<file path="config.mk">
export PLATFORM = sky130hd
export DESIGN_NAME = input_debouncer
export DESIGN_NICKNAME = d
export VERILOG_FILES = /design/src/rtl/input_debouncer.sv
export SDC_FILE = /design/constraint.sdc
export NUM_CORES = 1
export LEC_CHECK = 0
export ABC_AREA = 1
export BUFFER_PORTS_ARGS = -buffer_cell sky130_fd_sc_hd__buf_2
export CAP_MARGIN = 25
export CORE_ASPECT_RATIO = 1.5
export CORE_MARGIN = 2
export CORE_UTILIZATION = 45
export CTS_CLUSTER_DIAMETER = 100
export CTS_CLUSTER_SIZE = 16
export DETAILED_ROUTE_END_ITERATION = 10
export PLACE_DENSITY = 0.73
export SLEW_MARGIN = 25
export SYNTH_ARGS = -nofsm -noshare
export SYNTH_HDL_FRONTEND = slang
export SYNTH_SLANG_ARGS = --single-unit
</file>
<file path="constraint.sdc">
create_clock -name clk -period 4.2 [get_ports clk]
set_input_delay 0.42 -clock clk [delete_from_list [all_inputs] [get_ports clk]]
set_output_delay 0.42 -clock clk [all_outputs]
set_load 0.1 [all_outputs]
</file>
<file path="src/rtl/input_debouncer.sv">
// -----------------------------------------------------------------------------
// input_debouncer
//   Two independent switch debouncers (channels A and B). Each raw input goes
//   through a 2-flop synchronizer and then a 4-state FSM. The debounced level
//   only follows a new synchronized level after that level has persisted for
//   STABLE_CYCLES consecutive cycles. A one-cycle rise/fall pulse accompanies
//   every change of the debounced level.
//
// Parameters
//   STABLE_CYCLES : cycles a new level must persist (2 .. 2**CNT_WIDTH-1)
//   CNT_WIDTH     : width of each channel's stability counter
//
// Ports
//   clk          : clock, all state updates on the rising edge
//   rst_n        : synchronous active-low reset
//   A_raw, B_raw : asynchronous bouncy switch inputs
//   A, B         : debounced levels (registered)
//   A_rise/B_rise: one-cycle pulse in the cycle after A/B goes 0->1
//   A_fall/B_fall: one-cycle pulse in the cycle after A/B goes 1->0
// -----------------------------------------------------------------------------
module input_debouncer #(
    parameter int unsigned STABLE_CYCLES = 50000,
    parameter int unsigned CNT_WIDTH     = 16
) (
    input  logic clk,
    input  logic rst_n,
    input  logic A_raw,
    input  logic B_raw,
    output logic A,
    output logic B,
    output logic A_rise,
    output logic B_rise,
    output logic A_fall,
    output logic B_fall
);

    typedef enum logic [1:0] {
        STABLE_LO = 2'd0,
        PEND_HI   = 2'd1,
        STABLE_HI = 2'd2,
        PEND_LO   = 2'd3
    } state_t;

    // Last count value before the level is accepted.
    localparam logic [CNT_WIDTH-1:0] TERM = CNT_WIDTH'(STABLE_CYCLES - 1);

    // Index 0 = channel A, index 1 = channel B.
    logic [1:0]           w_raw;
    logic [1:0]           r_sync1;
    logic [1:0]           r_sync2;
    state_t               r_state    [2];
    state_t               w_state_nxt[2];
    logic [CNT_WIDTH-1:0] r_cnt      [2];
    logic [CNT_WIDTH-1:0] w_cnt_nxt  [2];
    logic [1:0]           r_lvl;
    logic [1:0]           r_rise;
    logic [1:0]           r_fall;
    logic [1:0]           w_lvl_nxt;
    logic [1:0]           w_rise_nxt;
    logic [1:0]           w_fall_nxt;

    assign w_raw = {B_raw, A_raw};

    always_ff @(posedge clk) begin
        if (!rst_n) begin
            r_sync1 <= '0;
            r_sync2 <= '0;
            r_lvl   <= '0;
            r_rise  <= '0;
            r_fall  <= '0;
            for (int unsigned ch = 0; ch < 2; ch++) begin
                r_state[ch] <= STABLE_LO;
                r_cnt[ch]   <= '0;
            end
        end else begin
            r_sync1 <= w_raw;
            r_sync2 <= r_sync1;
            r_lvl   <= w_lvl_nxt;
            r_rise  <= w_rise_nxt;
            r_fall  <= w_fall_nxt;
            for (int unsigned ch = 0; ch < 2; ch++) begin
                r_state[ch] <= w_state_nxt[ch];
                r_cnt[ch]   <= w_cnt_nxt[ch];
            end
        end
    end

    always_comb begin
        w_lvl_nxt  = '0;
        w_rise_nxt = '0;
        w_fall_nxt = '0;
        for (int unsigned ch = 0; ch < 2; ch++) begin
            w_state_nxt[ch] = r_state[ch];
            w_cnt_nxt[ch]   = '0;
            case (r_state[ch])
                STABLE_LO: begin
                    if (r_sync2[ch]) begin
                        w_state_nxt[ch] = PEND_HI;
                        w_cnt_nxt[ch]   = CNT_WIDTH'(1);
                    end
                end
                PEND_HI: begin
                    if (!r_sync2[ch]) begin
                        w_state_nxt[ch] = STABLE_LO;
                    end else if (r_cnt[ch] == TERM) begin
                        w_state_nxt[ch] = STABLE_HI;
                    end else begin
                        w_cnt_nxt[ch] = r_cnt[ch] + CNT_WIDTH'(1);
                    end
                end
                STABLE_HI: begin
                    if (!r_sync2[ch]) begin
                        w_state_nxt[ch] = PEND_LO;
                        w_cnt_nxt[ch]   = CNT_WIDTH'(1);
                    end
                end
                PEND_LO: begin
                    if (r_sync2[ch]) begin
                        w_state_nxt[ch] = STABLE_HI;
                    end else if (r_cnt[ch] == TERM) begin
                        w_state_nxt[ch] = STABLE_LO;
                    end else begin
                        w_cnt_nxt[ch] = r_cnt[ch] + CNT_WIDTH'(1);
                    end
                end
                default: begin
                    w_state_nxt[ch] = STABLE_LO;
                end
            endcase
            // Level is a registered decode of the next state, so pulses line
            // up with the cycle in which the registered level changes.
            w_lvl_nxt[ch]  = (w_state_nxt[ch] == STABLE_HI) ||
                             (w_state_nxt[ch] == PEND_LO);
            w_rise_nxt[ch] =  w_lvl_nxt[ch] & ~r_lvl[ch];
            w_fall_nxt[ch] = ~w_lvl_nxt[ch] &  r_lvl[ch];
        end
    end

    assign A      = r_lvl[0];
    assign B      = r_lvl[1];
    assign A_rise = r_rise[0];
    assign B_rise = r_rise[1];
    assign A_fall = r_fall[0];
    assign B_fall = r_fall[1];

endmodule

</file>
# Yosys cells after proc, flatten, opt, wreduce, memory -nomap -nowiden
# Memories as Yosys holds them, arrays and structs flattened.
# Index checks and enable logic that the tools add are counted.
# W data, S select, Z words.
classes:
  n_addsub: 2
  eq_ne: 12
  n_mux: 32
  n_bitwise: 12
  n_reduce_logical: 4
op_table:
  columns: ["operator", "count"]
  rows:
  - ["$mux W16", 8]
  - ["$pmux W16 S4", 2]
  - ["$add A16 B1 Y16 const B", 2]
  - ["$eq A16 B16 Y1 const B", 2]
  - ["$mux W2", 14]
  - ["$eq A2 B2 Y1 const B", 8]
  - ["$pmux W2 S4", 2]
  - ["$mux W1", 6]
  - ["$and A1 B1 Y1", 4]
  - ["$eq A2 B1 Y1 const B", 2]
  - ["$logic_not A2 Y1", 2]
  - ["$not A1 Y1", 4]
  - ["$or A1 B1 Y1", 4]
  - ["$logic_or A1 B1 Y1", 2]
totals:
  regBits: 10
  ram_bits: 36
  inputBits: 4
  output_inout_bits: 6
  wordCells: 69
  mem_count: 2
memory_table:
  columns: ["name", "depth", "word_bits", "read_ports", "rd_clocked_by_memory_dff", "wr", "line_no", "text"]
  rows:
  - ["r_cnt", 2, 16, 2, 0, 2, "53", "logic [CNT_WIDTH-1:0] r_cnt [2];"]
  - ["r_state", 2, 2, 2, 0, 2, "51", "state_t r_state [2];"]

# Logic depth before layout (Yosys ltp)
# An unclocked memory read counts as a cell.
logic_depth:
  depth_word: 9
  depth_mapped: 9

# Worst setup path before layout
# No wires, ideal clock.
synth_timing:
  kind: "reg2out"
  from: "reg r_lvl[1]"
  to: "out B"
  arrival_ns: 0.954
  t_required_ns: 3.780
  path_slack_ns: 2.826
  stages_incl_launch_ff: 1
  cell_sequence: "dfxtp_1"
synth_lines:
  columns: ["element", "line_no", "text"]
  rows:
  - ["start, declared", "55", "logic [1:0] r_lvl;"]
  - ["start signal, assigned", "78", "r_lvl <= w_lvl_nxt;"]
  - ["end, declared", "30", "output logic B,"]
# No word-level cell between the ends.

==> flow_summary.json <==
{
  "outcome": "finished, final reports clean",
  "clkTransAtPathRegs_ns": 0.10,
  "numCtsBuffers": 5,
  "drc": 0,
  "grt_pass1_wl_mm": 6.58,
  "cts_root_buffer": "clkbuf_8",
  "antenna_found_initial": 0,
  "dr_wl_met2_mm": 1.96,
  "top_layer": "met4",
  "n_antenna_cell": 0,
  "drt_wl_total_mm": 3.70,
  "grt_usage_pct": 16.2,
  "wl_met3_um": 100,
  "grt_setup_unrepaired": "no",
  "fin_worst_hold_slack_ns": 0.290,
  "cp.depth": 8,
  "post_synth.cell_area_avg_um2": 7.36,
  "required_ns": 4.41,
  "critical_path_buf_inv_count": 1,
  "synth_warnings": 0,
  "finalCritPeriodShare_pct": 38.0,
  "reg2regPathDepth": 8,
  "hpwl_mm": 2.86,
  "ir_worst_vdd_mv": 0.229,
  "drt-initial-drc-count": 66,
  "dp_cells": 368,
  "vias_per_cell": 4.68,
  "crit_fanout": 11,
  "synthCells": 296,
  "tightestPinTransition_ns": 0.487,
  "crit_path_start_kind": "flop",
  "port_buffers": 9,
  "cts_setup_buffers": 0,
  "clock-sinks": 46,
  "leakagePower_nw": 0.915,
  "maxCapViolCount": 0,
  "reg2reg_to": "r_cnt[0][31]",
  "holdCritPathClass": "input pin to flop",
  "setup_tns_ns": 0,
  "dieArea_um2": 5420,
  "routabilityCongestion": 0.880,
  "cts_tree": "built",
  "io_pins": 10,
  "nFillCells": 477,
  "power_mw": 0.741,
  "final_common_cell": "nand2_1",
  "fin_nets": 315,
  "drive_above_1_share_pct": 16.8,
  "synth_nets": 302,
  "multi_input_area_um2": 1030,
  "pre_cts_slack_ns": 2.61,
  "crit_type": "flop to flop",
  "grt.overflow.total": 0,
  "critical_path.top_delay_family": "simple AND/OR/NAND/NOR gates",
  "endpoint": "r_cnt[0][31]",
  "insertion_delay_ns": 0.31,
  "wl_met1_mm": 1.48,
  "cp_data_arrival_time_ns": 1.81,
  "grt_max_degree": 18,
  "reg2reg_from": "r_cnt[0][16]",
  "slew-limit-headroom_pct": 67.7,
  "placed_cell_area_um2": 2270,
  "fin_ws_ns": 2.60,
  "wl_per_cell_um": 9.83,
  "ys_ff_latch": 46,
  "num_vias": 1758,
  "ant_nets": 0,
  "skew_ns": 0.00552,
  "cts_resized": 0,
  "endpoint_kind": "flop",
  "max_freq_mhz": 626,
  "synthToLayoutAreaGrowth_pct": 8.68,
  "synth_top_area_cell": "dfxtp_1",
  "final_max_slew_viol_count": 0,
  "core_area_um2": 4730,
  "hold_violations": 0,
  "synth_area_leaders": "dfxtp_1 (42%), nand2_1 (9.8%), inv_1 (8.3%)",
  "path_cells": "ha_1 > nand3_1 > nor2_1 > nand2_1 > nand2_2 > inv_1 > nand2_1 > nor2_1",
  "syn_area_um2": 2180,
  "cp_slowest_cell": "dfxtp_1",
  "crit_start": "r_cnt[0][16]",
  "synth_top_area_share_pct": 42.3,
  "synth_cell_type_count": 32,
  "dieWidth_um": 60.8,
  "rows": 31,
  "clockBufferDepth": 2,
  "utilization_pct": 50.0,
  "yosysSeqAreaShare_pct": 42.3,
  "ctsHoldBuffers": 0,
  "finalSetupViolCount": 0,
  "first_global_vias": 1660,
  "final_cell_count_no_fill": 376,
  "cpPeakStageDelay_ns": 0.36,
  "r2r_slack_ns": 2.60,
  "power_density_nw_per_um2": 313,
  "dr.pass1.iters": 4,
  "regArea_um2": 921,
  "htree_levels": 2,
  "start_util_pct": 46.0,
  "die_h_um": 89.2,
  "fin_crit_ns": 1.60,
  "layout_common_cells": "nand2_1 (57), inv_1 (48), nor2_1 (47), dfxtp_1 (46), nand3_1 (15)",
  "postLayoutCellArea_um2": 2370
}
-- state kept, by name (all words and copies together), names as in the netlist --
register and flops:
r_sync1 2, r_rise 2, r_state 4, r_fall 2, r_sync2 2, r_lvl 2, r_cnt 32
-- cell type report --
| class | count | area share [%] |
|---|---|---|
| multi-input cells | 197 | 43.6 |
| flip-flops and latches | 46 | 38.9 |
| inverters | 50 | 8.04 |
| well taps | 66 | 3.49 |
| clock buffers | 5 | 2.91 |
| repair buffers | 9 | 1.90 |
| clock inverters | 3 | 1.11 |
-- how the worst min path moves through the flow --
stage	to	cells past startpoint	start	slack, ns
floorplan	r_sync2[1]	2	r_sync1[1]	0.39
global placement	r_sync2[1]	2	r_sync1[1]	0.39
detailed placement	r_sync2[0]	2	r_sync1[0]	0.40
CTS	r_sync1[0]	3	A_raw	0.28
global route	r_sync1[0]	3	A_raw	0.27
finish	r_sync1[0]	3	A_raw	0.29
-- layer usage --
| layer | global-route usage [%] | vias up |
|---|---|---|
| met1 | 16.0 | 788 |
| li1 | - | 931 |
| met5 | 0 | - |
| met3 | 4.05 | 15 |
| met2 | 28.7 | 24 |
| met4 | 10.7 | 0 |
-- Yosys cell counts --
cell type  count
nor4_1         1
nand3_1       15
nor3_1        10
o21a_1         1
and3_1         1
a21oi_1        9
inv_4          1
dfxtp_1       46
xor2_1         8
buf_6          3
nor3b_2        2
nor2_2        10
o21bai_1       3
nor3_2         3
o21ai_2        1
nor3b_1        1
o21ai_1        1
inv_1         48
nand3b_1       1
nand4_1        2
nor2_4         4
o21ai_0        1
nand2_1       57
nand2_2        9
inv_2          1
a31oi_1        1
nor2_1        47
ha_1           2
nand3_2        3
and2_1         1
a21oi_2        1
xnor2_1        2
-- power by group --
group          switching, mW  total (mW)  internal, mW
clock                  0.169       0.292         0.124
combinational        0.00511     0.00835       0.00323
sequential           0.00188       0.440         0.439
-- worst register-to-register path: cells and delay by family (launching register included) --
kind                       cells  cell delay (ns)
adders and majority gates      1             0.19
buffers and inverters          1             0.14
DFF                            1             0.36
and+or+nand+nor                6             0.81
-- cell families after synthesis --
group	Yosys count	synth area share, %
AOI/OAI and AO/OA	18	5.00
xor gates and xnor gates	10	4.02
adders and majority gates	2	1.15
buffers and inverters	53	10.3
DFF	46	42.3
and+or+nand+nor	167	37.2
(Power assumes the default switching activity.)
